## src/rtl/lr_sc_resv_unit.sv

```systemverilog
// LR/SC reservation table: one reservation per hart ID, invalidated by SC,
// snooped stores from other IDs, explicit clears and an optional lifetime.
`ifndef XLEN
`define XLEN 32
`endif

module lr_sc_resv_unit #(
  parameter int ADDR_WIDTH   = `XLEN,
  parameter int N_IDS        = 2,
  parameter int GRANULE_LOG2 = 2,
  parameter int TIMEOUT      = 64
) (
  input  logic                     i_clk,
  input  logic                     i_rst,
  input  logic                     i_lr,
  input  logic                     i_sc,
  input  logic [$clog2(N_IDS)-1:0] i_id,
  input  logic [ADDR_WIDTH-1:0]    i_addr,
  input  logic                     i_wr_en,
  input  logic [$clog2(N_IDS)-1:0] i_wr_id,
  input  logic [ADDR_WIDTH-1:0]    i_wr_addr,
  input  logic                     i_clr_en,
  input  logic [$clog2(N_IDS)-1:0] i_clr_id,
  output logic                     o_gnt,
  output logic [N_IDS-1:0]         o_resv_vld
);

  localparam int IDW = $clog2(N_IDS);
  localparam int GW  = ADDR_WIDTH - GRANULE_LOG2;
  localparam int CW  = (TIMEOUT > 0) ? $clog2(TIMEOUT + 1) : 1;
  localparam logic [CW-1:0] CNT_LOAD = CW'(TIMEOUT);

  logic [N_IDS-1:0] vld_q, vld_d;
  logic [GW-1:0]    gran_q [N_IDS];
  logic [GW-1:0]    gran_d [N_IDS];
  logic [CW-1:0]    cnt_q  [N_IDS];
  logic [CW-1:0]    cnt_d  [N_IDS];

  logic [GW-1:0]    req_gran, wr_gran;
  logic [N_IDS-1:0] hit_req, hit_wr, kill, expire;
  logic             sc_only, wr_conflict;

  assign req_gran = i_addr[ADDR_WIDTH-1:GRANULE_LOG2];
  assign wr_gran  = i_wr_addr[ADDR_WIDTH-1:GRANULE_LOG2];

  generate
    if (GRANULE_LOG2 > 0) begin : g_lsb
      logic unused_lsbs;
      assign unused_lsbs = ^{i_addr[GRANULE_LOG2-1:0], i_wr_addr[GRANULE_LOG2-1:0]};
    end
  endgenerate

  always_comb begin
    hit_req = '0;
    hit_wr  = '0;
    for (int k = 0; k < N_IDS; k++) begin
      hit_req[k] = vld_q[k] && (gran_q[k] == req_gran);
      hit_wr[k]  = vld_q[k] && (gran_q[k] == wr_gran);
    end
  end

  // A same-cycle store from another ID is ordered ahead of the SC and breaks it.
  assign sc_only     = i_sc && !i_lr;
  assign wr_conflict = i_wr_en && (i_wr_id != i_id) && (wr_gran == req_gran);
  assign o_gnt       = sc_only && hit_req[i_id] && !wr_conflict;

  always_comb begin
    kill   = '0;
    expire = '0;
    for (int k = 0; k < N_IDS; k++) begin
      expire[k] = (TIMEOUT > 0) && vld_q[k] && (cnt_q[k] == CW'(1));
      kill[k]   = (sc_only && (i_id == IDW'(k)))
               || (i_wr_en && (i_wr_id != IDW'(k)) && hit_wr[k])
               || (o_gnt && (i_id != IDW'(k)) && hit_req[k])
               || expire[k];
    end
  end

  // Priority per entry: clear, then LR (wins over stores/expiry), then kills.
  always_comb begin
    vld_d = vld_q;
    for (int k = 0; k < N_IDS; k++) begin
      gran_d[k] = gran_q[k];
      cnt_d[k]  = cnt_q[k];
    end
    for (int k = 0; k < N_IDS; k++) begin
      if (i_clr_en && (i_clr_id == IDW'(k))) begin
        vld_d[k] = 1'b0;
        cnt_d[k] = '0;
      end else if (i_lr && (i_id == IDW'(k))) begin
        vld_d[k]  = 1'b1;
        gran_d[k] = req_gran;
        cnt_d[k]  = CNT_LOAD;
      end else if (kill[k]) begin
        vld_d[k] = 1'b0;
        cnt_d[k] = '0;
      end else if (vld_q[k] && (TIMEOUT > 0)) begin
        cnt_d[k] = cnt_q[k] - CW'(1);
      end
    end
  end

  always_ff @(posedge i_clk or negedge i_rst) begin
    if (!i_rst) begin
      vld_q <= '0;
      for (int k = 0; k < N_IDS; k++) begin
        gran_q[k] <= '0;
        cnt_q[k]  <= '0;
      end
    end else begin
      vld_q <= vld_d;
      for (int k = 0; k < N_IDS; k++) begin
        gran_q[k] <= gran_d[k];
        cnt_q[k]  <= cnt_d[k];
      end
    end
  end

  assign o_resv_vld = vld_q;

endmodule

```

## config.mk

```make
export PLATFORM = sky130hd
export DESIGN_NAME = lr_sc_resv_unit
export DESIGN_NICKNAME = d
export VERILOG_FILES = /design/src/rtl/lr_sc_resv_unit.sv
export SDC_FILE = /design/constraint.sdc
export NUM_CORES = 1
export LEC_CHECK = 0
export BUFFER_PORTS_ARGS = -buffer_cell sky130_fd_sc_hd__buf_2
export CAP_MARGIN = 20
export CORE_UTILIZATION = 35
export DETAILED_ROUTE_END_ITERATION = 16
export GPL_TIMING_DRIVEN = 0
export PLACE_DENSITY = 0.51
export SYNTH_ARGS = -nofsm -noshare
export SYNTH_HDL_FRONTEND = slang
export SYNTH_SLANG_ARGS = --single-unit
export TNS_END_PERCENT = 50
```

## constraint.sdc

```tcl
create_clock -name i_clk -period 3.1 [get_ports i_clk]
set_input_delay 0.31 -clock i_clk [delete_from_list [all_inputs] [get_ports i_clk]]
set_output_delay 0.31 -clock i_clk [all_outputs]
set_load 0.05 [all_outputs]
```

# After elaboration in Yosys (flattened, before gate mapping)
# Cells that the tools add are included.
word_totals:
  elab_cells: 77
  reg_bits: 76
classes:
  bitwise: 5
  eq_ne: 8
  magnitude_cmp: 1
  muxes: 16
  reduce_logical: 39
  addsub: 2
op_table:
  columns: ["op", "count"]
  rows:
  - ["30-bit equality test", 5]
  - ["7-bit two-way mux", 8]
  - ["1-bit logical AND", 25]
  - ["7-bit by 1-bit equality test with 1-bit output, second input constant", 2]
  - ["7-bit by 1-bit subtractor with 7-bit output, second input constant", 2]
  - ["1-bit two-way mux", 8]
  - ["4-bit nonzero test", 2]
  - ["1-bit logical OR", 6]
  - ["3-bit nonzero test", 2]
  - ["1-bit inverter", 5]
  - ["2-bit AND reduction", 2]
  - ["1-bit zero test", 2]
  - ["1-bit by 2-bit less-than comparator with 1-bit output, second input constant", 1]
  - ["1-bit inequality test", 1]

# Depth between registers and ports, before layout
# Gate-level depths: netlist of run 1.
logic_depth:
  ltp_word: 13
  depth_mapped: 7
  mapped_depth_nobuf: 7

# Worst setup path before layout of run 1
# OpenSTA, ideal clock, no wires.
synth_path:
  path_type: "register to output"
  startpoint: "register vld_q[0], in the netlist o_resv_vld[0]"
  endpoint: "output port o_gnt"
  arrival_ps: 2074
  path_buffers: 1
  path_slack_ps: 716
  path_stages_with_launch: 6
  path_cell_list: "dfrtp_1 -> clkbuf_1 -> nand4_1 -> nor4_2 -> nand3_1 -> a21oi_1"
synth_via:
  elab_chain_cells: 5
synth_lines:
  columns: ["item", "line_no", "rtl"]
  rows:
  - ["from (decl)", "33", "logic [N_IDS-1:0] vld_q, vld_d;"]
  - ["from (signal assigned)", "111", "vld_q <= vld_d;"]
  - ["1-bit logical AND", "57", "hit_req[k] = vld_q[k] && (gran_q[k] == req_gran);"]
  - ["1-bit two-way mux (implied by the code) (2 in a row)", "65", "assign o_gnt = sc_only && hit_req[i_id] && !wr_conflict;"]
  - ["1-bit logical AND (2 in a row)", "65", null]
  - ["to (decl)", "24", "output logic o_gnt,"]
# No other way between the ends. The select of a mux whose other input is x is not followed.

# Final worst setup path of run 1
layout_path:
  startpoint: "register gran_q[48] (netlist name)"
  endpoint: "output port o_gnt"
layout_via:
  elab_chain_cells: 6
layout_lines:
  columns: ["item", "line_no", "rtl"]
  rows:
  - ["from (decl)", "34", "logic [GW-1:0] gran_q [N_IDS];"]
  - ["from (signal, indexed assignment)", "113", "gran_q[k] <= gran_d[k];"]
  - ["30-bit equality test", "57", null]
  - ["1-bit logical AND", "57", null]
  - ["1-bit two-way mux (implied by the code) (2 in a row)", "65", null]
  - ["1-bit logical AND (2 in a row)", "65", null]
# No other way between the ends. The select of a mux whose other input is x is not followed.

==> results by group, run 1 <==
Timing
  – Max Transition Viols Final: 0
  – Clock Skew: between 8 and 9 ps
  – Final hold viol count: 0
  – Fmax: 0.376 GHz
  – Slew HR: 0.412
  – Fin crit share: 0.858
  – Measured slew at the worst slew-check pin: roughly 870 ps
  – Final setup fails: 0
  – Final setup TNS: 0 ps
  – Final min period: 2660 ps
  – RSZ-0062 raised after global routing: no

Clock tree
  – PostCTS Resize Cnt: 0
  – Setup Fix Bufs, Post-CTS: 0
  – CTS Buffer Depth: 2
  – Clock Latency Late Sink: 350 ps
  – CTS tree: yes
  – CTS root buffer: clkbuf_16
  – Number of hold buffers added after cts: 1
  – Clock H-tree levels: 3
  – Clock-pin transition on the worst setup and hold timing paths: roughly 60 ps
  – Total CTS buffers: 9
  – Clock sinks: 76

Flow run
  – Max Cap Viol: 0

Final layout
  – FF+latch area: 0.00190 mm²
  – Final-layout fill cell count: about 1,400
  – Share of post-route cells with drive strength above 1: 0.300
  – Nets: 632
  – Area growth from synthesis to layout: 18.8%
  – Fin cells: 740
  – Multi-input logic area: around 0.0031 mm²
  – ANT cells: 0

Run status
  – Status: finished clean

Global routing
  – Number of global-route vias before repair: ~4,000
  – Initial antenna violation count: 0
  – GRT Total Usage: 0.227
  – GRT overflow: 0
  – Largest net degree at the start of global routing: between 40 and 50
  – First-pass GRT wire length: 23.8 mm

Pwr
  – Power consumption: around 3700 µW
  – Switching share of power: 0.332
  – Clock share of power: 0.326
  – Logic gate share of total power: 0.303
  – Power Internal: around 2500 µW
  – Sw Pwr: 1240 µW
  – Power per Cell Area: a little over 600 mW/mm²
  – Seq pwr share: 0.371
  – VDD IR max: about 0.35 mV
  – P_leak: around 0.0023 µW

Floorplanning
  – Die W: roughly 120 µm
  – Starting Density: 0.364
  – Core ar.: 0.0140 mm²
  – Die height: ~120 µm
  – Die area: approximately 0.015 mm²
  – Rows: between 40 and 50
  – I/O Pins: 76

Worst setup path
  – Crit Path Class: reg2out
  – CP endpoint kind: output pin
  – Arrival @ worst endpoint: around 2400 ps
  – CP startpoint kind: register
  – R2R cell count: 6
  – Critical path required time: roughly 2800 ps
  – Critical-path maximum fanout: 3

Place
  – GP Congestion: approximately 0.92
  – Placed cell count: 723
  – I/O Buffers: 71
  – DPL Wire Length: roughly 13 mm

Detailed routing
  – 1st-pass router iterations: 4
  – Final wirelength: ~16 mm
  – DRT antenna net count: 0
  – Iter 0 DRT Violations: 187
  – Vias: roughly 3,900
  – Wire per inst: between 20 and 25 µm
  – Drt drc: 0
  – Routed vias/inst: about 5.3

Logic synthesis
  – Post-synth cell types: 44
  – Synth top area cells: dfrtp_1 (37%), xnor2_1 (21%), mux2_2 (13%)
  – Xor-xnor portion of the synthesized cell area: 0.273
  – Synth Area in Simple Gates: 0.159
  – Post-synthesis compound-gate area fraction: 0.0387
  – Synth Area in Adders: 0.00980
  – Largest family of logic cells by synthesized area: XOR/XNOR gates
  – Ys async rst share: 1.00
  – Ys Warns: 0
  – Post-synth EDFFs: 0
  – Register area share after synthesis: 0.372
  – Top-count cell post-synth: xnor2_1
  – Cells after synthesis: 471
  – Syn nets: ~550
  – Primary FF master, synth: dfrtp_1
  – Post-synth top cells: xnor2_1 (123), dfrtp_1 (76), mux2_2 (60), nand4_1 (48), xor2_1 (36)
  – Post-synthesis cell area: about 0.0051 mm²
  – Top cell type's share of synthesized area: 0.372
  – Flop and latch count out of synthesis: 76
  – Yosys top cell by area: dfrtp_1
  – Post-Syn Area per Cell: approximately 11 µm²
  – Mux cell area share after synthesis: 0.132

Min path
  – Worst min path class: in2reg
  – Worst Hold Path Cells: 2
## layout by cell type (no fill, tap or decap), types with 2 or more instances in the layout
cell type	n
clkbuf_1	2
clkbuf_16	9
inv_1	7
mux2_2	60
nor4_1	27
bufinv_16	3
dfrtp_1	76
nand4_1	48
o21ai_2	2
nand4b_1	3
ha_1	4
nor2_1	8
and2_1	2
nor3_1	5
nand3_1	12
a21oi_1	3
nor4_2	3
a2111oi_2	2
xor2_1	36
xnor2_1	123
buf_2	77
nand2_1	16
nand2b_1	3
## registers in the layout, summed over array words and instances (netlist names)
name,cells
cnt_q,14
gran_q,60
o_resv_vld,2
## per-layer routing
layer  track usage  share of wire
met5             0              0
met4        0.0716          0.021
met3        0.0567          0.053
met2         0.374           0.47
met1         0.289           0.45
## critical path: stages (launching register included)
cell	delay, ps
dfrtp_1	410
xnor2_1	380
nand4_1	170
nor4_2	430
nand3_1	130
a21oi_1	190
buf_2	290
## worst paths after layout
check                            from            end  slack (ps)
min                         i_addr[7]     gran_q[35]         290
max reg2reg                gran_q[48]  o_resv_vld[1]         550
max in group asynchronous       i_rst     gran_q[26]        2050
min reg2reg                  cnt_q[0]       cnt_q[0]         520
min in group asynchronous       i_rst      cnt_q[11]         460
max                        gran_q[48]          o_gnt         440
## power by group through the flow
stage / combinational, µW / sequential, µW / clock, µW
2_1_floorplan: 746 / 1370 / 0
3_3_place_gp: 1120 / 1390 / 0
3_5_place_dp: 1130 / 1400 / 0
4_1_cts: 1140 / 1380 / 1250
5_1_grt: 1230 / 1410 / 1290
6_report: 1130 / 1390 / 1220
## kinds of logic (layout without fill, tap and decap cells)
group | count (synthesis) | in the layout
fa+ha+maj | 4 | 4
buf+inv | 17 | 106
simple gates | 135 | 135
xor+xnor | 159 | 159
compound gates | 20 | 20
mux | 60 | 60
flops | 76 | 76
## per-stage QoR
step	util	area (µm²)	setup slack, ps	hold WS [ps]
after global routing	0.432	6070	296	292
after CTS	0.432	6070	397	278
after global placement	0.405	5690	524	498
after floorplan	-	5110	716	14.4
after detailed placement	0.407	5720	508	294
final	0.432	6070	441	290
## final cells by class
| class | count | area share |
|---|---|---|
| plain buffers | 10 | 0.00887 |
| clock buffers | 10 | 0.0377 |
| clock inverters | 6 | 0.0184 |
| inverters | 7 | 0.00433 |
| multi-input cells | 378 | 0.515 |
| flip-flops and latches | 76 | 0.313 |
| well taps | 180 | 0.0371 |
| repair buffers | 73 | 0.0652 |
No activity file was read; power rests on OpenSTA's default activity.
==> inputs of run 2 (changes only) <==
- ABC_AREA: default -> 1
==> run 2 against run 1 <==
Compared with the run above: worst setup slack improved by 110 ps; critical path depth up 5; cell area increased by 2.2%; the run now ends with design-rule violations left.
==> results by group, run 2 <==
Pwr
  – Seq pwr share: 0.405
  – Clock share of power: 0.295
  – Power Internal: between 2000 and 2500 µW
  – P_leak: approximately 0.003 µW
  – Logic gate share of total power: 0.300
  – VDD IR max: 0.232 mV
  – Power per Cell Area: about 540 mW/mm²
  – Sw Pwr: ~1200 µW
  – Switching share of power: 0.365

Final layout
  – Core Util, Final: 0.422
  – Commonest cells after routing, fill and taps aside: nand2_1 (270), inv_1 (83), dfrtp_1 (76)
  – FF+latch area: 0.00190 mm²
  – Max FFs per register: 60
  – Most flop-heavy register: gran_q
  – Share of post-route cells with drive strength above 1: 0.146
  – Final-layout fill cell count: 1,554
  – ANT cells: 0
  – Finished Cell Area: between 0.006 and 0.007 mm²
  – Multi-input logic area: 0.00293 mm²
  – Nets: roughly 940
  – Area growth from synthesis to layout: 16.5%
  – Commonest non-fill, non-tap cell in the layout: nand2_1
  – Fin cells: about 1,000

Timing
  – Measured slew at the worst slew-check pin: slightly below 800 ps
  – Final setup TNS: 0 ps
  – Fin Hold WS: roughly 280 ps
  – Fmax: between 0.3 and 0.4 GHz
  – Slew HR: 0.470
  – Clock Skew: 6.47 ps
  – Fin crit share: 0.822
  – RSZ-0062 raised after global routing: no
  – Final hold viol count: 0
  – Max Transition Viols Final: 0
  – Final setup fails: 0
  – Final min period: roughly 2500 ps

Detailed routing
  – DRT antenna net count: 0
  – Vias: around 5,200
  – Wire per inst: ~17 µm
  – Drt drc: 5
  – Final wirelength: about 18 mm
  – 1st-pass router iterations: 11
  – Routed vias/inst: approximately 5
  – Iter 0 DRT Violations: 347

Logic synthesis
  – Post-synth EDFFs: 0
  – Post-synth top cells: nand2_1 (270), inv_1 (83), dfrtp_1 (76), xnor2_1 (70), o21ai_0 (64)
  – Top-count cell post-synth: nand2_1
  – Cells after synthesis: 777
  – Post-Syn Area per Cell: roughly 6.9 µm²
  – Primary FF master, synth: dfrtp_1
  – Yosys top cell by area: dfrtp_1
  – Register area share after synthesis: 0.357
  – Flop and latch count out of synthesis: 76
  – Post-synthesis cell area: approximately 0.0053 mm²
  – Syn nets: ~850
  – Post-synth cell types: 29
  – Ys Warns: 0
  – Ys async rst share: 1.00
  – Top cell type's share of synthesized area: 0.357
  – Synth top area cells: dfrtp_1 (36%), nand2_1 (19%), xnor2_1 (12%)

Worst setup path
  – Critical path required time: around 2800 ps
  – Reg-to-reg setup timing slack: 1070 ps
  – CP endpoint kind: output pin
  – Cell class contributing the biggest share of worst-path delay: simple AND/OR/NAND/NOR gates
  – Critical-path maximum fanout: 4
  – CP startpoint kind: register
  – Arrival @ worst endpoint: ~2200 ps
  – Max incr delay on CP: 420 ps
  – Reg2reg end: cnt_q[8]
  – CP startpoint: gran_q[56]
  – CP dominant cell by count: nand2_1
  – CP bufs+invs: 2
  – Slowest-stage cell, CP: dfrtp_1
  – Cells along the critical path: inv_1 -> nand2_1 -> nand2_1 -> nand3_1 -> nor2_1 -> nand2_1 -> nor2_1 -> nand3_1 -> nand2_2 -> and2_1 -> buf_2
  – Crit Path Class: reg2out
  – R2R cell count: 14
  – FF-to-FF Start: gran_q[56]

Clock tree
  – CTS tree: yes
  – Number of hold buffers added after cts: 1
  – Total CTS buffers: 9
  – Clock H-tree levels: 3
  – CTS Buffer Depth: 2
  – Clock-pin transition on the worst setup and hold timing paths: approximately 60 ps
  – CTS root buffer: clkbuf_16
  – Clock Latency Late Sink: roughly 350 ps
  – Clock sinks: 76
  – PostCTS Resize Cnt: 0
  – Setup Fix Bufs, Post-CTS: 0

Floorplanning
  – Rows: 44
  – Starting Density: 0.362
  – Die height: 125 µm
  – Core ar.: around 0.015 mm²
  – Die area: between 0.015 and 0.02 mm²
  – Die W: 125 µm
  – I/O Pins: 76

Place
  – GP Congestion: 0.951
  – DPL Wire Length: 14.3 mm
  – Placed instance area: between 0.005 and 0.006 mm²
  – Placed cell count: between 1,000 and 1,500
  – I/O Buffers: 70

Global routing
  – First-pass GRT wire length: 28.2 mm
  – GRT overflow: 0
  – Largest net degree at the start of global routing: 66
  – Number of global-route vias before repair: 5,045
  – GRT Total Usage: 0.245
  – Initial antenna violation count: 0

Run status
  – Failing checks: design-rule violations
  – Status: complete, but fails checks

Min path
  – Hold path startpoint: i_addr[16]
  – Worst Hold Path Cells: 3
  – Worst min path class: in2reg
  – Hold path endpoint: gran_q[44]

Flow run
  – Max Cap Viol: 0
==> run 2: changes by cell type in the layout (fill, tap and decap cells not counted), sizes merged, moves of 29 or more <==
cell	delta
mux2	-60
xnor2	-53
nand2	+255
nor2	+52
nor4	-29
o21ai	+64
inv	+104
nand4	-29
==> run 2: final cells by class <==
| cell class | instances | share of cell area |
|---|---|---|
| Buffer | 13 | 0.00807 |
| Clock buffer | 11 | 0.0391 |
| Clock inverter | 3 | 0.00242 |
| Inverter | 118 | 0.0714 |
| Multi-Input combinational cell | 570 | 0.472 |
| Sequential cell | 76 | 0.307 |
| Tap cell | 184 | 0.0371 |
| Timing Repair Buffer | 72 | 0.0630 |
==> run 2: power by group through the flow <==
| stage | Sequential [µW] | Clock, µW | Combinational [µW] |
|---|---|---|---|
| 2_1_floorplan | 1330 | 0 | 663 |
| 3_3_place_gp | 1360 | 0 | 980 |
| 3_5_place_dp | 1370 | 0 | 999 |
| 4_1_cts | 1350 | 1010 | 1010 |
| 5_1_grt | 1380 | 1050 | 1130 |
| 6_report | 1350 | 982 | 1000 |
==> run 2: kinds of logic after synthesis <==
group,synth area share
compound gates,0.0856
xor+xnor,0.151
fa+ha+maj,0.00940
buf+inv,0.0926
flops,0.357
simple gates,0.304
==> run 2: tightest hold or removal path, cell delays in order <==
cell	delay, ps
buf_2	140
inv_2	70
o21ai_0	70
==> run 2: layer usage <==
metal	vias to the layer above	GRT usage	routed length (µm)
met5	-	0	0
met4	0	0.106	668
met3	38	0.0513	1140
met2	180	0.381	8090
met1	2404	0.328	8380
li1	2563	-	-
==> run 2: how the worst max path moves through the flow <==
| stage | slack (ps) | to | depth (start not counted) |
|---|---|---|---|
| floorplan | 950 | o_gnt | 9 |
| global placement | 940 | o_gnt | 12 |
| detailed placement | 940 | o_gnt | 9 |
| CTS | 590 | o_gnt | 11 |
| global route | 430 | o_gnt | 11 |
| finish | 550 | o_gnt | 11 |
==> run 2: per-stage QoR <==
step | worst slack (ps) | power (µW)
after floorplan | 950 | 1990
after global placement | 944 | 2340
after detailed placement | 943 | 2360
after CTS | 594 | 3360
after global routing | 433 | 3560
final | 552 | 3330
